File: config.mk
export PLATFORM = sky130hd
export DESIGN_NAME = morse_key_classifier
export DESIGN_NICKNAME = d
export VERILOG_FILES = /design/src/rtl/morse_pkg.sv /design/src/rtl/morse_key_debouncer.sv /design/src/rtl/morse_key_classifier.sv
export SDC_FILE = /design/constraint.sdc
export NUM_CORES = 1
export LEC_CHECK = 0
export BUFFER_PORTS_ARGS = -buffer_cell sky130_fd_sc_hd__buf_2
export CORE_AREA = 5 5 60 62
export CTS_BUF_LIST = sky130_fd_sc_hd__clkbuf_4
export CTS_CLUSTER_SIZE = 30
export DETAILED_ROUTE_END_ITERATION = 8
export DIE_AREA = 0 0 65 67
export GPL_TIMING_DRIVEN = 0
export HOLD_SLACK_MARGIN = 0.12
export PLACE_DENSITY = 0.7
export SLEW_MARGIN = 20
export SYNTH_ARGS = -nofsm -noshare
export SYNTH_HDL_FRONTEND = slang
export SYNTH_SLANG_ARGS = --single-unit
File: constraint.sdc
create_clock -name clk -period 2.5 [get_ports clk]
set_clock_uncertainty 0.15 [all_clocks]
set_input_delay 0.375 -clock clk [delete_from_list [all_inputs] [get_ports clk]]
set_output_delay 0.375 -clock clk [all_outputs]
set_load 0.01 [all_outputs]
File: src/rtl/morse_pkg.sv
// -----------------------------------------------------------------------------
// morse_pkg
// Purpose : Shared definitions for the Morse key front end. Holds the 2-bit
//           symbol codes (also used by morse_decoder), the classifier FSM
//           state encoding and the synchronizer depth.
// Ports   : none (package)
// Config  : MORSE_KEY_DEBOUNCE_EN is consumed by morse_key_debouncer, not here.
// -----------------------------------------------------------------------------
package morse_pkg;

    // Symbol codes seen on the decoder's in[1:0] input.
    typedef enum logic [1:0] {
        SYM_GAP    = 2'b00,
        SYM_DOT    = 2'b01,
        SYM_TWOGAP = 2'b10,
        SYM_DASH   = 2'b11
    } sym_t;

    // Classifier FSM states.
    typedef enum logic [1:0] {
        IDLE     = 2'b00,
        PRESS    = 2'b01,
        GAPWAIT  = 2'b10,
        WORDWAIT = 2'b11
    } state_t;

    // Flops between the asynchronous key pin and the first use of its level.
    localparam int SYNC_STAGES = 2;

endpackage

File: src/rtl/morse_key_debouncer.sv
// -----------------------------------------------------------------------------
// morse_key_debouncer
// Purpose : Brings the raw key level into the clk domain through a 2-flop
//           synchronizer and, when MORSE_KEY_DEBOUNCE_EN is defined, accepts a
//           level change only after it has been stable for DEBOUNCE_CYC
//           consecutive cycles. Without the macro key_db is the synchronizer
//           output directly.
// Ports   : clk      in  system clock
//           rst      in  synchronous active-high reset
//           key      in  raw key level (asynchronous, 1 = pressed)
//           key_db   out conditioned key level
//           settled  out key_db reflects the real key (pipeline flushed since
//                        reset and no debounce decision pending)
// Config  : MORSE_KEY_DEBOUNCE_EN enables the debounce filter.
// -----------------------------------------------------------------------------
module morse_key_debouncer
    import morse_pkg::*;
#(
    parameter int DEBOUNCE_CYC = 1000
) (
    input  logic clk,
    input  logic rst,
    input  logic key,
    output logic key_db,
    output logic settled
);

    if (DEBOUNCE_CYC < 1) begin : g_bad_debounce
        $error("DEBOUNCE_CYC must be at least 1");
    end

    logic [SYNC_STAGES-1:0] sync_reg;
    logic [1:0]             flush_reg;
    logic                   flush_done;
    logic                   sync_out;

    always_ff @(posedge clk) begin
        if (rst) begin
            sync_reg <= '0;
        end else begin
            sync_reg <= {sync_reg[SYNC_STAGES-2:0], key};
        end
    end

    assign sync_out = sync_reg[SYNC_STAGES-1];

    // After reset the synchronizer still holds reset zeros; the level is only
    // trustworthy once every stage has been reloaded from the pin.
    always_ff @(posedge clk) begin
        if (rst) begin
            flush_reg <= '0;
        end else if (!flush_done) begin
            flush_reg <= flush_reg + 2'd1;
        end
    end

    assign flush_done = (flush_reg == 2'(SYNC_STAGES));

`ifdef MORSE_KEY_DEBOUNCE_EN
    localparam int CNT_W = $clog2(DEBOUNCE_CYC + 1);
    localparam logic [CNT_W-1:0] CNT_LAST = CNT_W'(DEBOUNCE_CYC - 1);

    logic [CNT_W-1:0] db_cnt_reg;
    logic             key_db_reg;

    // Count consecutive cycles where the synchronized level disagrees with the
    // accepted level; any agreement restarts the count, so short glitches die.
    always_ff @(posedge clk) begin
        if (rst) begin
            db_cnt_reg <= '0;
            key_db_reg <= 1'b0;
        end else if (sync_out == key_db_reg) begin
            db_cnt_reg <= '0;
        end else if (db_cnt_reg == CNT_LAST) begin
            db_cnt_reg <= '0;
            key_db_reg <= sync_out;
        end else begin
            db_cnt_reg <= db_cnt_reg + 1'b1;
        end
    end

    assign key_db  = key_db_reg;
    assign settled = flush_done && (sync_out == key_db_reg);
`else
    assign key_db  = sync_out;
    assign settled = flush_done;
`endif

endmodule

File: src/rtl/morse_key_classifier.sv
// -----------------------------------------------------------------------------
// morse_key_classifier
// Purpose : Turns the Morse key level into DOT/DASH/GAP/TWOGAP symbol strobes
//           for morse_decoder. Key-down and key-up times are measured in Morse
//           units by a prescaler plus a saturating unit counter, both cleared
//           on every conditioned key edge.
// Ports   : clk        in  system clock
//           rst        in  synchronous active-high reset
//           key        in  raw key level (asynchronous, 1 = pressed)
//           sym[1:0]   out symbol code, DOT=01 DASH=11 GAP=00 TWOGAP=10
//           sym_valid  out one-cycle strobe qualifying sym
//           key_db     out conditioned key level
// Config  : MORSE_KEY_DEBOUNCE_EN enables the debounce filter in
//           morse_key_debouncer; otherwise key_db is the synchronized key.
// -----------------------------------------------------------------------------
module morse_key_classifier
    import morse_pkg::*;
#(
    parameter int CLK_PER_UNIT     = 50000,
    parameter int DASH_MIN_UNITS   = 2,
    parameter int LETTER_GAP_UNITS = 3,
    parameter int WORD_GAP_UNITS   = 7,
    parameter int DEBOUNCE_CYC     = 1000,
    parameter int UNIT_W           = 4
) (
    input  logic       clk,
    input  logic       rst,
    input  logic       key,
    output logic [1:0] sym,
    output logic       sym_valid,
    output logic       key_db
);

    if (CLK_PER_UNIT < 2) begin : g_bad_clk_per_unit
        $error("CLK_PER_UNIT must be at least 2");
    end
    if (WORD_GAP_UNITS <= LETTER_GAP_UNITS) begin : g_bad_gap_order
        $error("WORD_GAP_UNITS must exceed LETTER_GAP_UNITS");
    end
    if (WORD_GAP_UNITS > (2 ** UNIT_W) - 1) begin : g_bad_unit_w
        $error("UNIT_W too narrow to reach WORD_GAP_UNITS");
    end

    localparam int PRE_W = $clog2(CLK_PER_UNIT);
    localparam logic [PRE_W-1:0]  PRE_LAST    = PRE_W'(CLK_PER_UNIT - 1);
    localparam logic [PRE_W-1:0]  PRE_FIRST   = PRE_W'(1);
    localparam logic [UNIT_W-1:0] DASH_MIN    = UNIT_W'(DASH_MIN_UNITS);
    localparam logic [UNIT_W-1:0] LETTER_LAST = UNIT_W'(LETTER_GAP_UNITS - 1);
    localparam logic [UNIT_W-1:0] WORD_LAST   = UNIT_W'(WORD_GAP_UNITS - 1);
    localparam logic [UNIT_W-1:0] UNIT_MAX    = '1;

    logic              key_db_int;
    logic              settled;
    logic              key_db_prev_reg;
    logic              armed_reg;
    logic              rise;
    logic              fall;
    logic              key_edge;
    logic              unit_tick;
    logic              letter_reach;
    logic              word_reach;
    logic [PRE_W-1:0]  pre_reg, pre_next;
    logic [UNIT_W-1:0] unit_cnt_reg, unit_cnt_next;
    state_t            state_reg, state_next;
    sym_t              sym_reg, sym_next;
    logic              sym_valid_reg, sym_valid_next;

    morse_key_debouncer #(
        .DEBOUNCE_CYC (DEBOUNCE_CYC)
    ) u_debouncer (
        .clk     (clk),
        .rst     (rst),
        .key     (key),
        .key_db  (key_db_int),
        .settled (settled)
    );

    assign rise     = key_db_int && !key_db_prev_reg;
    assign fall     = !key_db_int && key_db_prev_reg;
    assign key_edge = rise || fall;

    // The edge cycle itself is count 0 of the new interval, so the prescaler
    // restarts at 1; an N-unit interval then spans exactly N*CLK_PER_UNIT
    // cycles of key_db level.
    assign unit_tick = (pre_reg == PRE_LAST);

    always_comb begin
        pre_next = pre_reg + 1'b1;
        if (key_edge) begin
            pre_next = PRE_FIRST;
        end else if (unit_tick) begin
            pre_next = '0;
        end
    end

    always_comb begin
        unit_cnt_next = unit_cnt_reg;
        if (key_edge) begin
            unit_cnt_next = '0;
        end else if (unit_tick && (unit_cnt_reg != UNIT_MAX)) begin
            unit_cnt_next = unit_cnt_reg + 1'b1;
        end
    end

    // Threshold detection looks at the tick that completes the unit rather
    // than the cleared count, so a key edge in the same cycle cannot hide it.
    assign letter_reach = unit_tick && (unit_cnt_reg == LETTER_LAST);
    assign word_reach   = unit_tick && (unit_cnt_reg == WORD_LAST);

    always_comb begin
        state_next     = state_reg;
        sym_next       = sym_reg;
        sym_valid_next = 1'b0;
        case (state_reg)
            IDLE: begin
                // armed_reg blocks a key that was already held through reset.
                if (rise && armed_reg) begin
                    state_next = PRESS;
                end
            end
            PRESS: begin
                if (fall) begin
                    sym_next       = (unit_cnt_reg >= DASH_MIN) ? SYM_DASH : SYM_DOT;
                    sym_valid_next = 1'b1;
                    state_next     = GAPWAIT;
                end
            end
            GAPWAIT: begin
                if (letter_reach) begin
                    sym_next       = SYM_GAP;
                    sym_valid_next = 1'b1;
                    state_next     = rise ? PRESS : WORDWAIT;
                end else if (rise) begin
                    state_next = PRESS;
                end
            end
            WORDWAIT: begin
                if (word_reach) begin
                    sym_next       = SYM_TWOGAP;
                    sym_valid_next = 1'b1;
                    state_next     = rise ? PRESS : IDLE;
                end else if (rise) begin
                    state_next = PRESS;
                end
            end
            default: begin
                state_next = IDLE;
            end
        endcase
    end

    always_ff @(posedge clk) begin
        if (rst) begin
            key_db_prev_reg <= 1'b0;
            armed_reg       <= 1'b0;
            pre_reg         <= '0;
            unit_cnt_reg    <= '0;
            state_reg       <= IDLE;
            sym_reg         <= SYM_GAP;
            sym_valid_reg   <= 1'b0;
        end else begin
            key_db_prev_reg <= key_db_int;
            if (settled && !key_db_int) begin
                armed_reg <= 1'b1;
            end
            pre_reg         <= pre_next;
            unit_cnt_reg    <= unit_cnt_next;
            state_reg       <= state_next;
            sym_reg         <= sym_next;
            sym_valid_reg   <= sym_valid_next;
        end
    end

    assign sym       = sym_reg;
    assign sym_valid = sym_valid_reg;
    assign key_db    = key_db_int;

endmodule

* Word-level counts from Yosys, hierarchy flattened
Index checks and enable logic that the tools add are counted.
** Storage, ports and cells
- Output and inout port bits :: 4
- Logic and storage cells :: 61
- Register bits :: 31
- Input bits :: 3
** Cells by class
- Magnitude comparators :: 1
- Equal/unequal tests :: 12
- Reductions and logical operators :: 16
- Add/sub/neg operators :: 3
- Multiplexer cells :: 19
** Operators by type and width (count)
- 2-to-1 mux 2 bit :: 10
- adder 16 x 1 -> 16 bit (second input constant) :: 1
- equality test 16 bit (second input constant) :: 1
- inequality test 2 bit (second input constant) :: 4
- case mux 2 bit (4 select lines) :: 1
- logical AND 1 bit :: 7
- equality test 2 bit (second input constant) :: 3
- 2-to-1 mux 1 bit :: 6
- case mux 2 bit (3 select lines) :: 1
- adder 4 x 1 -> 4 bit (second input constant) :: 1
- equality test 4 x 2 -> 1 bit (second input constant) :: 1
- equality test 4 x 3 -> 1 bit (second input constant) :: 1
- >= comparator 4 x 2 -> 1 bit (second input constant) :: 1
- inequality test 4 bit (second input constant) :: 1
- AND reduction 4 bit :: 1
- case mux 1 bit (3 select lines) :: 1
- nonzero test 3 bit :: 1
- OR reduction 3 bit :: 1
- adder 2 x 1 -> 2 bit (second input constant) :: 1
- equality test 2 x 1 -> 1 bit (second input constant) :: 1
- zero test 1 bit :: 2
- zero test 2 bit :: 1
- AND reduction 2 bit :: 1
- OR reduction 2 bit :: 1
- logical OR 1 bit :: 1

* Longest topological paths before layout
- Word-level depth :: 5
- Gate-level depth with buffers :: 7
- Depth with buffers taken out :: 7

* By module
Synthesis repeated with hierarchy kept, for this count alone.
** Second synthesis, totals
- Cells, all modules :: 175
- Area total of the unflattened synthesis :: 1570.3 um^2
** Modules (own cells, without submodules)
- morse_key_classifier :: cells an instance 161, sequential area each 540.5 um^2, instances 1, area an instance 1417.6 um^2
- morse_key_debouncer :: cells an instance 14, sequential area each 80.1 um^2, instances 1, area an instance 152.6 um^2

* Worst setup path after synthesis
OpenSTA, ideal clock, no wires.
- Path type :: register to register
- Start :: register pre_reg[12]
- End :: register sym_reg[0], in the netlist sym[0]
- Arrival time :: 1.764 ns
- Setup slack :: 0.464 ns
- Period minus slack after synthesis :: 2.036 ns
- Setup time :: 0.121 ns
- Stages on the path, launching flop included :: 6
- Buffers on the path :: 0
- Required time :: 2.229 ns
- Cell sequence :: dfxtp_1 > or4b_4 > nor3_4 > nand4_1 > a21o_1 > mux2_4
** On the way
- Longest elaborated chain between the ends :: 4
- Elaborated cells between the ends (all ways) :: 6
- Classes of those cells :: eq/ne (3); reduce/logical (3)
** RTL lines
- start: declaration :: RTL line morse_key_classifier.sv:62 : logic [PRE_W-1:0] pre_reg, pre_next;
- start signal: assignment :: RTL line morse_key_classifier.sv:166 : pre_reg <= pre_next;
- equality test 16 bit (*) :: RTL line morse_key_classifier.sv:85 : assign unit_tick = (pre_reg == PRE_LAST);
- logical AND 1 bit, on equally long branches :: RTL line morse_key_classifier.sv:108, morse_key_classifier.sv:107
- inequality test 2 bit (no line)
- AND reduction 4 bit (no line) (*)
- end signal: assignment :: RTL line morse_key_classifier.sv:169 : sym_reg <= sym_next;
- end: declaration :: RTL line morse_key_classifier.sv:65 : sym_t sym_reg, sym_next;
Mark *: on every way between the ends. The rest lies on a longest branch, timed or not.
A chain may end at the register's enable or synchronous reset.

* Final worst setup path
- Start :: register pre_reg[12]
- End :: register pre_reg[11]
** On the way
- Longest elaborated chain between the ends :: 2
** RTL lines (RTL line)
- equality test 16 bit :: morse_key_classifier.sv:85
- OR reduction 3 bit (no line)
No other way between the ends.

==> out/qor.yml <==
floorplanning:
  io_pins: 7
  chipWidth_um: 65
  core-area_um2: 2978
  std_cell_rows: 20
  die_height_um: 67
  initial_core_util_pct: 52.44
  die_area_um2: 4355
global_routing:
  grt_max_degree: 12
  gr-total-overflow: 0
  grt_pass1_wl_mm: 5.444
  antenna_found_initial: 0
  grt_usage_pct: 16.23
  first_global_vias: 1183
critical_path:
  path_max_fanout: 10
  worst-path-buf-inv: 2
  crit_start: "pre_reg[12]"
  cp-start-kind: "flop"
  cp.arrival_ps: 2330
  r2r-end: "pre_reg[11]"
  crit_family: "simple AND/OR/NAND/NOR gates"
  critPathCapture: "pre_reg[11]"
  path_class: "flop to flop"
  crit_chain: "or4b_4 -> nor4_4 -> or2_1 -> buf_2 -> buf_4 -> nor2_1"
  r2r_cells: 6
  cpPeakStageDelay_ps: 590
  crit_slowest_cell: "or4b_4"
  r2r_slack_ps: 250
  required_ps: 2580
  timing.rr.start: "pre_reg[12]"
  worst_setup_path_end_kind: "flop"
  path_depth: 6
timing:
  period_minus_slack_ps: 2245
  worst_pin_slew_ps: 482.7
  setup_viol: 0
  drv_slew: 0
  fin_setup_tns_ps: 0
  finalHoldViolations: 0
  timing.hold.ws_ps: 216.3
  rsz0062_at_grt: "no"
  fmax_mhz: 445.3
  relSlewSlack_pct: 67.58
  layout_worst_path_cycle_share_pct: 89.82
outcome:
  status: "finished, final reports clean"
final_layout:
  final_nets: 199
  largest_reg_flops: 16
  diodes: 0
  synthToLayoutAreaGrowth_pct: 11.94
  drive_above_1_share_pct: 11.83
  final_cells: 219
yosys:
  synth-xor-area-share_pct: 8.974
  synth_flop_cell: "dfxtp_1"
  synth_common_cells: "dfxtp_1, nor2_1, ha_1"
  synth_area_leaders: "dfxtp_1, ha_1, nor2_1"
  synth_warnings: 0
  synth-compound-area-share_pct: 9.535
  synth.top_cell.area_share_pct: 39.74
  yosysSeqAreaShare_pct: 39.74
  synth_top_family_by_area: "simple AND/OR/NAND/NOR gates"
  synth-seq-cells: 31
  synth_edf_count: 0
  synth-simple-area-share_pct: 27.56
  synthAdderAreaFrac_pct: 8.814
  synth_cell_types: 39
  syn-cell-area_um2: 1561
  yosysMostFrequentCell: "dfxtp_1"
  avgSynthCellArea_um2: 9.132
  yosysTopAreaCell: "dfxtp_1"
  syn_inst: 171
  syn-num-nets: 185
  async_reset_ff_share_pct: 0
  muxShareOfSynthArea_pct: 1.923
clock_tree:
  cts_buffers: 5
  path_clk_slew_ps: 110
  tritoncts: "yes"
  cts.repair.resized: 0
  cts_max_path_buffers: 2
  clk_latency_ps: 330
  clockRootBuffer: "clkbuf_4"
  postCtsHoldBufs: 1
  htree_levels: 2
  postCtsSetupBuffers: 0
  cts.sinks: 31
route:
  vias: 1222
  ant_nets: 0
  routed_wl_mm: 2.932
  avgRoutedWirePerCell_um: 13.39
  first_iter_violations: 74
  via_per_inst: 5.580
  drt_first_pass_iters: 4
  drcViolationCount: 0
power_and_ir_drop:
  power.density_nw_per_um2: 748.6
  power_mw: 1.309
  ir_drop_v: 0.0004536
  p_leak_nw: 0.6958
placement:
  place_inst: 210
  port_buffers: 6
  gp_congestion: 0.8388
  dp_hpwl_mm: 2.190
hold_path:
  hp-start: "rst"
  whs_path_depth: 3
  min_path_type: "input pin to flop"
job:
  max_cap_viol_count: 0
==> metrics by stage <==
step / area (um2) / util (%) / setup slack (ps)
after floorplan: 1562 / - / 464.4
after global placement: 1633 / 54.83 / 299.5
after global routing: 1748 / 58.70 / 107.6
after detailed placement: 1633 / 54.83 / 262.9
final: 1748 / 58.70 / 254.5
after CTS: 1748 / 58.70 / 240.2
==> layer usage <==
layer / up-vias / wire length, um / share of wire [%] / global-route usage (%)
li1: 627 / - / - / -
met5: - / 0 / 0 / 0
met2: 23 / 1375 / 47 / 26.31
met1: 566 / 1379 / 47 / 19.96
met3: 6 / 124 / 4.2 / 5.059
met4: 0 / 53 / 1.8 / 6.332
==> how the worst min path moves through the flow <==
stage	to	slack [ps]
2_1_floorplan	u_debouncer.sync_reg[1]	260
3_3_place_gp	u_debouncer.sync_reg[1]	270
3_5_place_dp	u_debouncer.sync_reg[1]	280
4_1_cts	state_reg[1]	210
5_1_grt	state_reg[1]	240
6_report	state_reg[1]	220
==> worst reg2reg max path, stage by stage (launching register included) <==
cell and delay (ps):
dfxtp_1 350, or4b_4 590, nor4_4 500, or2_1 160, buf_2 150, buf_4 180
nor2_1 80
==> cell families after synthesis <==
family,count (synthesis)
compound gates,22
mux,2
simple gates,76
fa+ha+maj,11
xor+xnor,16
flops,31
buf+inv,13
==> where the power goes <==
part	internal, mW	switching (mW)
Combinational	0.108	0.129
Clock	0.311	0.185
Sequential	0.538	0.0374
==> cell usage in the layout (no fill, tap or decap), types with 3 or more instances in the layout <==
master and n:
dfxtp_1 31, nor2_1 25, ha_1 11, nand3_1 10, inv_1 9, xor2_1 9
buf_2 7, xnor2_1 7, nor3_1 7, a21oi_1 6, nand2_1 6, and3_1 5
nor2b_1 5, clkbuf_4 5, nand2b_1 3, nand4_1 3, and4_1 3
==> layout make-up <==
class | count | area [um2]
clock inverters | 3 | 67.56
inverters | 9 | 33.78
plain buffers | 4 | 20.02
well taps | 33 | 41.29
clock buffers | 5 | 37.54
fillers | 271 | 1230
flip-flops and latches | 31 | 620.6
multi-input cells | 127 | 887.1
repair buffers | 7 | 40.04
No activity file was read; power rests on OpenSTA's default activity.
